<file path="src/rtl/pattern_pkg.sv">
// Shared definitions for the programmable serial pattern detector:
// state-width helper and the prefix/suffix fallback function.
package pattern_pkg;

    // Widest pattern the detector supports; sizes the fallback search.
    localparam int PAT_MAX   = 16;
    localparam int PAT_IDX_W = 4;

    // Bits needed to hold a match length in 0..width.
    function automatic int st_width(input int width);
        return $clog2(width + 1);
    endfunction

    // Given that the last `st` consumed bits equal the first `st` bits of the
    // pattern, and bit `a` arrives next, return the length of the longest
    // suffix of (matched prefix, a) that is also a pattern prefix, capped at
    // `width`. With st == width this is the overlapping restart point.
    // The pattern is right-aligned: bit width-1 is the first bit received.
    function automatic int pat_next(
        input int                 st,
        input logic               a,
        input logic [PAT_MAX-1:0] pattern,
        input int                 width
    );
        int   best;
        int   idx;
        logic ok;
        best = 0;
        for (int k = 1; k <= PAT_MAX; k++) begin
            if (k <= width && k <= st + 1) begin
                ok = 1'b1;
                for (int i = 0; i < PAT_MAX; i++) begin
                    if (i < k) begin
                        // idx walks the candidate suffix; idx == st is the new bit.
                        idx = st + 1 - k + i;
                        if (idx == st) begin
                            if (a != pattern[PAT_IDX_W'(width - 1 - i)]) ok = 1'b0;
                        end else begin
                            if (pattern[PAT_IDX_W'(width - 1 - idx)] !=
                                pattern[PAT_IDX_W'(width - 1 - i)]) ok = 1'b0;
                        end
                    end
                end
                if (ok) best = k;
            end
        end
        return best;
    endfunction

endpackage

</file>
<file path="src/rtl/pattern_detector_next_state.sv">
// Combinational next-match-length logic for the pattern detector.
// Handles the advance, the fallback, and the non-overlapping restart.
module pattern_next_state
    import pattern_pkg::*;
#(
    parameter  int WIDTH = 4,
    localparam int SW    = st_width(WIDTH)
) (
    input  logic [SW-1:0]    i_st,
    input  logic             i_a,
    input  logic [WIDTH-1:0] i_pattern,
    input  logic             i_overlap,
    output logic [SW-1:0]    o_st_next
);

    localparam logic [SW-1:0] ST_FULL = SW'(WIDTH);

    logic [PAT_MAX-1:0] w_pattern_ext;
    logic [SW-1:0]      w_st_eff;

    assign w_pattern_ext = PAT_MAX'(i_pattern);

    // Without overlap a completed match starts the search from scratch.
    assign w_st_eff = (i_st == ST_FULL && !i_overlap) ? '0 : i_st;

    // Longest suffix of (matched prefix, new bit) that is a pattern prefix.
    always_comb begin
        o_st_next = SW'(pat_next(int'(w_st_eff), i_a, w_pattern_ext, WIDTH));
    end

endmodule

</file>
<file path="src/rtl/pattern_detector.sv">
// Programmable Moore serial pattern detector with overlap control and a
// saturating, clearable match counter. y and count come straight from
// registers, so there is no combinational input-to-output path.
module pattern_detector
    import pattern_pkg::*;
#(
    parameter  int WIDTH = 4,
    parameter  int CNT_W = 8,
    localparam int SW    = st_width(WIDTH)
) (
    input  logic             clk,
    input  logic             reset_n,
    input  logic             en,
    input  logic             a,
    input  logic             load,
    input  logic [WIDTH-1:0] pattern,
    input  logic             overlap,
    input  logic             clr_count,
    output logic             y,
    output logic [CNT_W-1:0] count,
    output logic [SW-1:0]    o_dbg_st
);

    localparam logic [SW-1:0]    ST_FULL = SW'(WIDTH);
    localparam logic [CNT_W-1:0] CNT_MAX = {CNT_W{1'b1}};

    logic [WIDTH-1:0] r_pattern_q;
    logic [SW-1:0]    r_st;
    logic [CNT_W-1:0] r_count;
    logic [SW-1:0]    w_st_next;
    logic             w_hit;

    pattern_next_state #(
        .WIDTH (WIDTH)
    ) u_next (
        .i_st      (r_st),
        .i_a       (a),
        .i_pattern (r_pattern_q),
        .i_overlap (overlap),
        .o_st_next (w_st_next)
    );

    // A consumed bit that lands on a full match; load discards the bit.
    assign w_hit = en && !load && (w_st_next == ST_FULL);

    // Pattern latch and match-length state; load beats en and restarts search.
    always_ff @(posedge clk or negedge reset_n) begin
        if (!reset_n) begin
            r_pattern_q <= '0;
            r_st        <= '0;
        end else if (load) begin
            r_pattern_q <= pattern;
            r_st        <= '0;
        end else if (en) begin
            r_st        <= w_st_next;
        end
    end

    // Saturating match counter; clear wins over a same-cycle match.
    always_ff @(posedge clk or negedge reset_n) begin
        if (!reset_n) begin
            r_count <= '0;
        end else if (clr_count) begin
            r_count <= '0;
        end else if (w_hit && r_count != CNT_MAX) begin
            r_count <= r_count + 1'b1;
        end
    end

    assign y        = (r_st == ST_FULL);
    assign count    = r_count;
    assign o_dbg_st = r_st;

endmodule

</file>
<file path="config.mk">
export PLATFORM = sky130hd
export DESIGN_NAME = pattern_detector
export DESIGN_NICKNAME = d
export VERILOG_FILES = /design/src/rtl/pattern_pkg.sv /design/src/rtl/pattern_detector_next_state.sv /design/src/rtl/pattern_detector.sv
export SDC_FILE = /design/constraint.sdc
export NUM_CORES = 1
export LEC_CHECK = 0
export ABC_AREA = 1
export BUFFER_PORTS_ARGS = -buffer_cell sky130_fd_sc_hd__buf_2
export CAP_MARGIN = 20
export CORE_ASPECT_RATIO = 0.9
export CORE_MARGIN = 5
export CORE_UTILIZATION = 40
export CTS_CLUSTER_DIAMETER = 60
export DETAILED_ROUTE_END_ITERATION = 7
export PLACE_DENSITY_LB_ADDON = 0.2
export SLEW_MARGIN = 10
export SYNTH_ARGS = -nofsm -noshare
export SYNTH_HDL_FRONTEND = slang
export SYNTH_HIERARCHICAL = 1
export SYNTH_SLANG_ARGS = --single-unit
</file>
<file path="constraint.sdc">
create_clock -name clk -period 9.8 [get_ports clk]
set_clock_uncertainty 0.05 [all_clocks]
set_input_delay 1.47 -clock clk [delete_from_list [all_inputs] [get_ports clk]]
set_output_delay 1.47 -clock clk [all_outputs]
set_load 0.01 [all_outputs]
</file>
==> results.tsv <==
metric	value	unit
layout.nets	368	
start_util	0.415	
dieArea	0.00657	mm²
row_count	24	
max_freq	0.237	GHz
syn-num-nets	342	
cts_tree	done	
track_usage	0.160	
crit_required	9890	ps
worstRegToRegCells	29	
crit_type	input pin to flop	
finalHoldViolCount	0	
num_antenna_cells	0	
use_met1	0.269	
postCtsHoldBufs	0	
cp.arrival	4320	ps
grt_use_met2	0.207	
clk_latency	250	ps
cts-htree-levels	1	
whs	434	ps
slew_headroom	0.714	
ys.flop_type	dfrtp_1	
busiest_layer	met1	
drive_gt1_frac	0.199	
syn2layout_area_growth	11.3	%
post-cts-setup-buffer-count	0	
ios	23	
cp-end-kind	flop	
instances_no_fill	406	
yosysWarnings	6	
grt_max_degree	16	
setup_viol	0	
cap_violations	0	
num_vias	1987	
period_minus_slack	4230	ps
avgSynthCellArea	6.39	µm²
clkSinkCount	15	
grt_pass1_vias	1757	
die_y	77.4	µm
drtIter0Drc	258	
cts_buffers	3	
cts_root_buf	clkbuf_8	
synth_top_cell_by_area	dfrtp_1	
hold_depth	2	
min_period_over_period	0.431	
cts.clk_slew.worst_paths	60	ps
synth-seq-cells	15	
core_area	0.00486	mm²
powerDensity	221	mW/mm²
wl	5.12	mm
place.gp.congestion	0.872	
syn_inst	316	
routedWlPerCell	12.6	µm
async_reset_ff_frac	1.00	
ys_seq_area_frac	0.186	
start_kind	input pin	
drtPass1Iterations	4	
die_x	84.9	µm
ctsResizeCount	0	
placedCellCount	402	
rsz0062_at_grt	false	
setup_slack	5570	ps
synth_area	0.00202	mm²
vias_per_cell	4.89	
ir_worst_vdd	0.126	mV
drtAntennaViolNets	0	
grt_overflow	0	
tightestPinTransition	430	ps
timing.hold.worst.class	flop to flop	
ys_types	35	
grt_use_met3	0.0318	
leakage	1.19	nW
antenna_found_initial	0	
synth_top_cell_area_share	0.186	
clock_path_buffers	2	
grt_pass1_wl	8.58	mm
drc_errors	0	
setup_tns	0	ps
synth_edf_count	0	
dp_hpwl	4.18	mm
port_buffers	22	
dp_slack	5320	ps
outcome	completed	
final-max-slew-violation-count	0	
synthTopCellsByArea	dfrtp_1 19%, nand2_1 18%, nand3_1 9.9%	
cp_max_fo	10	
-- sequential cells by signal (all words and copies together) (netlist names) --
register / flops
count: 8
o_dbg_st: 3
r_pattern_q: 4
-- critical path, stage by stage --
cell and delay, ps:
buf_2 110, inv_1 80, nand3_4 120, nand3_2 150, nand2_4 110, ha_1 250, inv_1 130, nor2_4 60
inv_2 50, nand3_2 110, inv_2 100, ha_1 140, nand2_1 60, xor2_1 140, nor3_1 200, nand2_1 80
nand2_1 60, nand3_1 80, nor2_2 100, nor2_1 50, nor2_1 90, inv_1 60, nand2_1 150, nor2_8 70
nand2_8 120, nand2_4 60, nand2_1 70, nand2_1 50
-- through the flow --
stage                util  power [mW]  cell area (µm²)
floorplan               -       0.367             2020
global placement    0.453       0.440             2200
detailed placement  0.453       0.442             2200
CTS                 0.462       0.495             2250
global route        0.462       0.557             2250
finish              0.462       0.496             2250
-- power breakdown --
part	internal, mW	switching, mW
Clock	0.0288	0.0220
Sequential	0.0658	0.0113
Combinational	0.126	0.242
-- final timing paths --
check / startpoint / end / slack, ps
max reg2reg: o_dbg_st[0] / count[4] / 5930
min: r_pattern_q[0] / r_pattern_q[0] / 430
min in group asynchronous: reset_n / count[6] / 1070
max in group asynchronous: reset_n / count[3] / 8360
max: overlap / count[4] / 5570
min reg2reg: r_pattern_q[0] / r_pattern_q[0] / 430
-- cell usage in the layout (no fill, tap or decap), drive strengths merged, types with 2 or more instances in the layout --
cell type / synthesis / layout
buf: 1 / 22
a21oi: 5 / 5
nand3: 49 / 49
dfrtp: 15 / 15
o22ai: 2 / 2
nand2: 111 / 111
o21bai: 3 / 3
xor2: 11 / 11
ha: 15 / 15
clkbuf: 0 / 4
nor3: 2 / 2
nand4: 2 / 2
inv: 45 / 45
o21ai: 10 / 10
nor2: 38 / 38
-- synthesized netlist by cell type (3+ instances only) --
cell type,n
a21oi_1,4
nand2_1,97
ha_1,15
nor2_2,8
nand3_2,7
o21ai_0,5
o21bai_1,3
nand2_4,4
inv_2,4
nand2_2,9
dfrtp_1,15
nor2_1,28
inv_1,39
xor2_1,11
nand3_1,40
o21ai_1,4
-- routing by layer --
layer	vias to the layer above	routed length (µm)
met3	3	337
met2	61	1930
li1	1054	-
met5	-	0
met1	869	2830
met4	0	21
-- cell families (layout without fill, tap and decap cells) --
kind of cell	Yosys count	count (layout)	synth area share
buffers and inverters	46	71	0.0911
AOI/OAI and AO/OA	23	23	0.0731
DFF	15	15	0.186
and+or+nand+nor	205	205	0.505
xor gates and xnor gates	12	12	0.0520
adders and majority gates	15	15	0.0929
-- final cells by class --
cell class              instances  area, µm²
inverters                      45        176
flip-flops and latches         15        375
well taps                      65       81.3
multi-input cells             255       1460
repair buffers                 22        110
clock buffers                   4       45.0
fillers                       511       2620
Note: power is estimated with default switching activity, not from simulation.
